$ cat src/rtl/random_piece_source.sv
// Galois LFSR random source with a bounded-range output stage.
// Delivers values 0..range_p-1 (e.g. Tetris piece IDs) to a consumer.
// Candidates come from the low bits of the LFSR. Out-of-range candidates are
// rejected, and so is one immediate repeat of the last delivered value. After
// max_reject_p consecutive rejects the next candidate is folded into range,
// which bounds the latency of every draw.
//
// Handshake: valid_o/data_o form a standard valid/ready source. A value
// transfers on any rising clk_i edge where valid_o && ready_i. While
// valid_o && !ready_i, data_o holds steady. A transfer cycle may capture the
// next value at the same edge, which gives one value per cycle. seed_v_i drops
// any value that has not been taken.
module random_piece_source #(
  parameter int unsigned          width_p         = 32,
  parameter logic [width_p-1:0]   mask_p          = width_p'(32'h0040_0006),
  parameter logic [width_p-1:0]   seed_p          = width_p'(38),
  parameter int unsigned          range_p         = 7,
  parameter int unsigned          max_reject_p    = 3,
  parameter bit                   reroll_repeat_p = 1'b1,
  localparam int unsigned         out_width_lp    = $clog2(range_p)
) (
  input  logic                    clk_i,
  input  logic                    reset_n_i,
  input  logic                    seed_v_i,
  input  logic [width_p-1:0]      seed_i,
  input  logic                    ready_i,
  output logic                    valid_o,
  output logic [out_width_lp-1:0] data_o,
  output logic [width_p-1:0]      lfsr_o,
  output logic [7:0]              reject_cnt_o
);

  // A zero state would lock the LFSR, so a zero seed is replaced by 1.
  localparam logic [width_p-1:0] reset_seed_lp =
    (seed_p == '0) ? width_p'(1) : seed_p;

  localparam int unsigned streak_w_lp = $clog2(max_reject_p + 2);
  localparam logic [streak_w_lp-1:0]  max_rej_lp  = streak_w_lp'(max_reject_p);
  localparam logic [out_width_lp:0]   range_lp    = (out_width_lp + 1)'(range_p);
  localparam logic [out_width_lp-1:0] range_lo_lp = out_width_lp'(range_p);

  logic [width_p-1:0]      lfsr_q, lfsr_d, lfsr_step;
  logic                    valid_q, valid_d;
  logic [out_width_lp-1:0] data_q, data_d;
  logic [out_width_lp-1:0] last_q, last_d;
  logic                    has_last_q, has_last_d;
  logic [streak_w_lp-1:0]  streak_q, streak_d;
  logic                    rerolled_q, rerolled_d;
  logic [7:0]              reject_cnt_q, reject_cnt_d;

  logic [out_width_lp-1:0] cand;
  logic [out_width_lp:0]   cand_ext;
  logic [out_width_lp-1:0] accept_val;
  logic                    capture, do_accept, do_reject;

  // One Galois step: the MSB feeds bit 0 and XORs into every tapped bit.
  always_comb begin
    lfsr_step    = '0;
    lfsr_step[0] = lfsr_q[width_p-1];
    for (int i = 1; i < int'(width_p); i++) begin
      lfsr_step[i] = lfsr_q[i-1] ^ (mask_p[i] & lfsr_q[width_p-1]);
    end
  end

  // Seed load, candidate decision and delivery bookkeeping.
  always_comb begin
    lfsr_d       = lfsr_step;
    valid_d      = valid_q;
    data_d       = data_q;
    last_d       = last_q;
    has_last_d   = has_last_q;
    streak_d     = streak_q;
    rerolled_d   = rerolled_q;
    reject_cnt_d = reject_cnt_q;
    cand         = lfsr_q[out_width_lp-1:0];
    cand_ext     = {1'b0, cand};
    accept_val   = cand;
    capture      = 1'b0;
    do_accept    = 1'b0;
    do_reject    = 1'b0;

    if (seed_v_i) begin
      lfsr_d       = (seed_i == '0) ? width_p'(1) : seed_i;
      valid_d      = 1'b0;
      has_last_d   = 1'b0;
      streak_d     = '0;
      rerolled_d   = 1'b0;
      reject_cnt_d = '0;
    end else begin
      capture = !valid_q || ready_i;
    end

    if (capture) begin
      if (streak_q == max_rej_lp) begin
        // Forced accept: cand < 2*range_p, so one subtraction brings it in range.
        do_accept = 1'b1;
        if (cand_ext >= range_lp) begin
          accept_val = cand - range_lo_lp;
        end
      end else if (cand_ext >= range_lp) begin
        do_reject = 1'b1;
      end else if (reroll_repeat_p && has_last_q && (cand == last_q) && !rerolled_q) begin
        do_reject  = 1'b1;
        rerolled_d = 1'b1;
      end else begin
        do_accept = 1'b1;
      end
    end

    if (do_accept) begin
      data_d     = accept_val;
      valid_d    = 1'b1;
      last_d     = accept_val;
      has_last_d = 1'b1;
      streak_d   = '0;
      rerolled_d = 1'b0;
    end

    if (do_reject) begin
      valid_d  = 1'b0;
      streak_d = streak_q + streak_w_lp'(1);
      if (reject_cnt_q != 8'hFF) begin
        reject_cnt_d = reject_cnt_q + 8'd1;
      end
    end
  end

  // State registers with asynchronous active-low reset.
  always_ff @(posedge clk_i or negedge reset_n_i) begin
    if (!reset_n_i) begin
      lfsr_q       <= reset_seed_lp;
      valid_q      <= 1'b0;
      data_q       <= '0;
      last_q       <= '0;
      has_last_q   <= 1'b0;
      streak_q     <= '0;
      rerolled_q   <= 1'b0;
      reject_cnt_q <= '0;
    end else begin
      lfsr_q       <= lfsr_d;
      valid_q      <= valid_d;
      data_q       <= data_d;
      last_q       <= last_d;
      has_last_q   <= has_last_d;
      streak_q     <= streak_d;
      rerolled_q   <= rerolled_d;
      reject_cnt_q <= reject_cnt_d;
    end
  end

  assign valid_o      = valid_q;
  assign data_o       = data_q;
  assign lfsr_o       = lfsr_q;
  assign reject_cnt_o = reject_cnt_q;

endmodule

$ cat config.mk
export PLATFORM = sky130hd
export DESIGN_NAME = random_piece_source
export DESIGN_NICKNAME = d
export VERILOG_FILES = /design/src/rtl/random_piece_source.sv
export SDC_FILE = /design/constraint.sdc
export NUM_CORES = 1
export LEC_CHECK = 0
export CAP_MARGIN = 20
export CORE_ASPECT_RATIO = 0.6
export CORE_MARGIN = 1
export CORE_UTILIZATION = 43
export DETAILED_ROUTE_END_ITERATION = 8
export PLACE_DENSITY = 0.86
export RECOVER_POWER = 25
export SKIP_CTS_REPAIR_TIMING = 1
export SLEW_MARGIN = 25
export SYNTH_ARGS = -nofsm -noshare
export SYNTH_HDL_FRONTEND = slang
export SYNTH_SLANG_ARGS = --single-unit
$ cat constraint.sdc
create_clock -name clk_i -period 4.2 [get_ports clk_i]
set_clock_uncertainty 0.15 [all_clocks]
set_input_delay 0.84 -clock clk_i [delete_from_list [all_inputs] [get_ports clk_i]]
set_output_delay 0.84 -clock clk_i [all_outputs]
set_load 0.005 [all_outputs]
[Word level (Yosys, flattened, before mapping)]
Cells that the tools add are included.
Cells by class
  add/subtract/negate cells: 3
  $lt $le $gt $ge: 1
  eq/ne operators: 3
  multiplexer cells: 29
  bitwise gates (word level): 3
  reduce and logical (&&, ||, !) cells: 8
Operators with widths (number)
  2-to-1 mux 32 bit: 2
  zero test 32 bit: 1
  2-to-1 mux 8 bit: 3
  2-to-1 mux 1 bit: 18
  2-to-1 mux 3 bit: 6
  adder 8 x 1 -> 8 bit, second input constant: 1
  != test 8 bit, second input constant: 1
  adder 3 x 1 -> 3 bit, second input constant: 1
  equality test 3 x 2 -> 1 bit, second input constant: 1
  equality test 3 bit: 1
  greater-or-equal comparator 3 bit, second input constant: 1
  nonzero test 3 bit: 1
  subtractor 3 bit, second input constant: 1
  XOR 1 bit: 3
  logical AND 1 bit: 2
  zero test 1 bit: 2
  nonzero test 2 bit: 1
  logical OR 1 bit: 1
Word-level totals
  flip-flop bits (word level): 49
  output and inout port bits: 44
  logic and storage cells: 54

[Logic depth before layout (Yosys ltp)]
  word-level depth: 9
  gate-level depth with buffers: 8
  mapped depth without buffers: 7

[Least setup slack after synthesis]
Ideal clock, no wire load.
  kind: register to register
  start: register streak_q[0]
  end: register reject_cnt_q[2], in the netlist reject_cnt_o[2]
  library setup time: 125 ps
  data arrival time: 2180 ps
  data required time: 3925 ps
  slack: 1745 ps
  cell stages (with the launch flop): 9
  buffers on the path: 1
  period minus slack after synthesis: 2455 ps
  cell sequence: dfrtp_1 ha_1 ha_1 or3b_4 nor4_4 or2_2 buf_6 nand4_2 mux2_4
On the way
  word-level cells in the longest chain between the ends: 4
Ends and longest elaborated chain
  start: declaration: RTL line 47  | logic [streak_w_lp-1:0] streak_q, streak_d;
  start signal: assignment: RTL line 145  | streak_q <= streak_d;
  equality test 3 x 2 -> 1 bit: RTL line 94  | if (streak_q == max_rej_lp) begin
  2-to-1 mux 1 bit: RTL line 94
  2-to-1 mux 1 bit: RTL line 93  | if (capture) begin
  2-to-1 mux 8 bit: RTL line 119  | if (do_reject) begin
  via reject_cnt_d[2]: RTL line 49  | logic [7:0] reject_cnt_q, reject_cnt_d;
  end signal: assignment: RTL line 147  | reject_cnt_q <= reject_cnt_d;
  end: declaration: RTL line 49
The timed path passes the listed nets, and every way through them passes these cells.
A chain may end at the register's enable or synchronous reset.

[Worst setup path after layout]
  start: register lfsr_q[0], in the netlist lfsr_o[0]
  end: register data_q[1], in the netlist data_o[1]
On the way
  word-level cells in the longest chain between the ends: 7
  elaborated cells on any way between the ends: 12
  classes of those cells: add/sub: 1; order compare: 1; eq/ne: 1; mux: 7; reduce/logical: 2
Ends and longest elaborated chain
  start: declaration: RTL line 42  | logic [width_p-1:0] lfsr_q, lfsr_d, lfsr_step;
  start signal: assignment: RTL line 131  | lfsr_q <= reset_seed_lp;
  start signal: assignment: RTL line 140  | lfsr_q <= lfsr_d;
  equality test 3 bit: RTL line 102  | end else if (reroll_repeat_p && has_last_q && (cand == last_q) && !rerolled_q) begin
  logical AND 1 bit (2 in series): RTL line 102
  2-to-1 mux 1 bit: RTL line 102
  2-to-1 mux 1 bit: RTL line 100  | end else if (cand_ext >= range_lp) begin
  2-to-1 mux 1 bit: RTL line 94
  2-to-1 mux 1 bit: RTL line 93
  end signal: assignment: RTL line 142  | data_q <= data_d;
  end: declaration: RTL line 44  | logic [out_width_lp-1:0] data_q, data_d;
Several ways; a longest one is shown, not always the timed one.

==> impl_metrics.ini <==
[power]
leakage_nw = 1.27
p_seq_share_pct = 50.7
cellPowerDensity_mw_per_mm2 = 358
vdd_drop_max_v = 0.000172
p_clk_share_pct = 23.8
p_sw_w = 0.000321
combinationalPowerShare_pct = 25.6
internal_power_w = 0.000819
swShare_pct = 28.1

[sta]
slew_headroom_pct = 55.3
slew_viol_final = 0
fin_crit_sh_pct = 63.3
fin_crit_ps = 2660
setup_tns_ps = 0
worstMarginPinSlew_ps = 670
setup_ws_ps = 1540
hold_ws_ps = 361
max_freq_ghz = 0.376
setup_viol = 0
hold_viol = 0
rsz0062_at_grt = no

[die]
rows = 20
coreArea_mm2 = 0.00508
dieArea_mm2 = 0.00560
io_pins = 80
die_w_um = 96.0
start_util_pct = 44.8
die_h_um = 58.4

[placement]
place_congestion = 0.787
dp.cells = 323
hpwl_um = 3970
dp_worst_setup_slack_ps = 1240
io_buffer_count = 79
place_area_mm2 = 0.00310

[finish]
area_delta_synth_final_pct = 39.9
design_area_mm2 = 0.00319
fin_cells = 331
n_antenna_cell = 0
drive_gt1_share_pct = 18.1
final_nets = 305

[critical_path]
crit_type = reg -> reg
cp_slowest_cell = dfrtp_1
required_ps = 4240
crit_fanout = 11
crit_arrival_ps = 2700
slowest_delay_ps = 480
timing.critical_path.mode_cell = ha_1
crit_path_cell_trace = ha_1 > ha_1 > a31oi_1 > nor2_1 > or2_2 > nor3_2 > mux2_1
worstSetupStartpointType = flip-flop
crit_path_end_kind = flip-flop

[detailed_routing]
vias_per_cell = 5.41
vias = 1790
routed_wl_um = 5400
drcViolationCount = 1
dr.pass1.iters = 6
ant_nets = 0
drtIter0Drc = 95
avgRoutedWirePerCell_um = 16.3

[synthesis]
syn_area_mm2 = 0.00228
synth_cells = 187
synth_edf_count = 0
netlist-cell-type-count = 41
synth_commonest_cells = dfrtp_1, mux2_2, a21oi_1, nor2_1, nor4_1
synth_top_area_share_pct = 50.5
syn_area_per_cell_um2 = 12.2
synth_flop_cell = dfrtp_1
ys_seq_elements = 49
synthesis.nets = 228
synth.most_common_cell = dfrtp_1
yosysTopAreaCell = dfrtp_1
yosysWarnings = 0
synthArstFlopShare_pct = 100
synthTopCellsByArea = dfrtp_1, mux2_2, dfstp_2
synth-seq-area-share_pct = 54.0

[global_routing]
grt_antenna_before_repair = 0
grt_pass1_wl_um = 8540
grt_use_total_pct = 20.8
grt_max_degree = 56
grt_overflow_total = 0
first_global_vias = 1750

[clock_network]
clock_path_buffers = 2
cts_tree = done
h-tree-depth = 2
cts.sinks = 49
cts_buffers = 5
clkSlewWorstSetupHoldPaths_ps = 90
cts_root_buf = clkbuf_8
clk_latency_ps = 300

[run]
drv_cap = 0

[status]
status = complete, but fails checks
violations = DRC

[hold_path]
hold_class = reg -> reg
==> metal layers <==
| metal | part of all wire (%) | up-vias | track usage, % |
|---|---|---|---|
| li1 | - | 852 | - |
| met1 | 50 | 868 | 30.4 |
| met2 | 43 | 63 | 30.4 |
| met3 | 6.5 | 7 | 5.56 |
| met4 | 0.65 | 0 | 6.40 |
| met5 | 0 | - | 0 |
==> flip-flops by register name, indices dropped and copies added, names as in the netlist <==
register,flops
data_o,3
has_last_q,1
lfsr_o,32
reject_cnt_o,8
rerolled_q,1
streak_q,3
valid_o,1
==> path summary, 6_finish.rpt <==
kind,slack [ps],end,cells after the start,startpoint
max reg2reg,1540,data_o[1]$_DFFE_PN0P_,7,lfsr_o[0]$_DFF_PN0_
min in group asynchronous,390,reject_cnt_o[6]$_DFF_PN0_,1,reset_n_i
max in group asynchronous,3100,lfsr_o[11]$_DFF_PN0_,1,reset_n_i
max,1540,data_o[1]$_DFFE_PN0P_,7,lfsr_o[0]$_DFF_PN0_
min,360,lfsr_o[19]$_DFF_PN0_,1,lfsr_o[18]$_DFF_PN0_
min reg2reg,360,lfsr_o[19]$_DFF_PN0_,1,lfsr_o[18]$_DFF_PN0_
==> layout by cell type, fill, tap and decap left out, types with 3 or more instances in the layout <==
master	n
nand3b_1	3
clkbuf_8	5
dfstp_2	3
nand4_1	4
nor2_1	9
nand2_1	7
nor4_1	9
ha_1	5
xor2_1	3
a21oi_1	9
a31oi_1	4
mux2_2	29
or3_1	3
inv_1	3
xnor2_1	3
o21ai_0	8
mux2_1	3
clkdlybuf4s50_1	77
dfrtp_1	46
nand3_1	5
==> worst max-delay path: cells and delay by family (launching register included) <==
kind,cells,cell delay [ps]
compound gates,1,260
fa+ha+maj,2,440
flops,1,480
mux,1,350
simple gates,3,850
==> logic make-up after synthesis <==
kind of cell	synth area share, %
muxes	16.9
AOI/OAI and AO/OA	7.20
DFF	54.0
adders and majority gates	2.75
xor gates and xnor gates	2.31
and+or+nand+nor	14.5
buffers and inverters	2.31
==> metrics by stage <==
stage,power (W),utilization (%)
detailed placement,0.000880,61.1
global route,0.00120,62.7
floorplan,0.000706,-
global placement,0.000870,61.0
finish,0.00114,62.7
CTS,0.00115,62.7
==> cell type report <==
| cell class | count | area (um^2) |
|---|---|---|
| inverter | 3 | 11.3 |
| sequential | 49 | 1230 |
| multi-input combinational | 126 | 995 |
| clock buffer | 6 | 72.6 |
| clock inverter | 2 | 10.0 |
| timing repair buffer | 79 | 786 |
| tap | 66 | 82.6 |
| fill | 408 | 1890 |
==> power by group through the flow <==
| stage | Sequential, W | Combinational [W] | Clock (W) |
|---|---|---|---|
| after global placement | 0.000586 | 0.000284 | 0 |
| final | 0.000578 | 0.000291 | 0.000271 |
| after global routing | 0.000586 | 0.000319 | 0.000294 |
| after CTS | 0.000579 | 0.000295 | 0.000275 |
| after floorplan | 0.000578 | 0.000128 | 0 |
| after detailed placement | 0.000587 | 0.000293 | 0 |
Note: power is estimated with default switching activity, not from simulation.
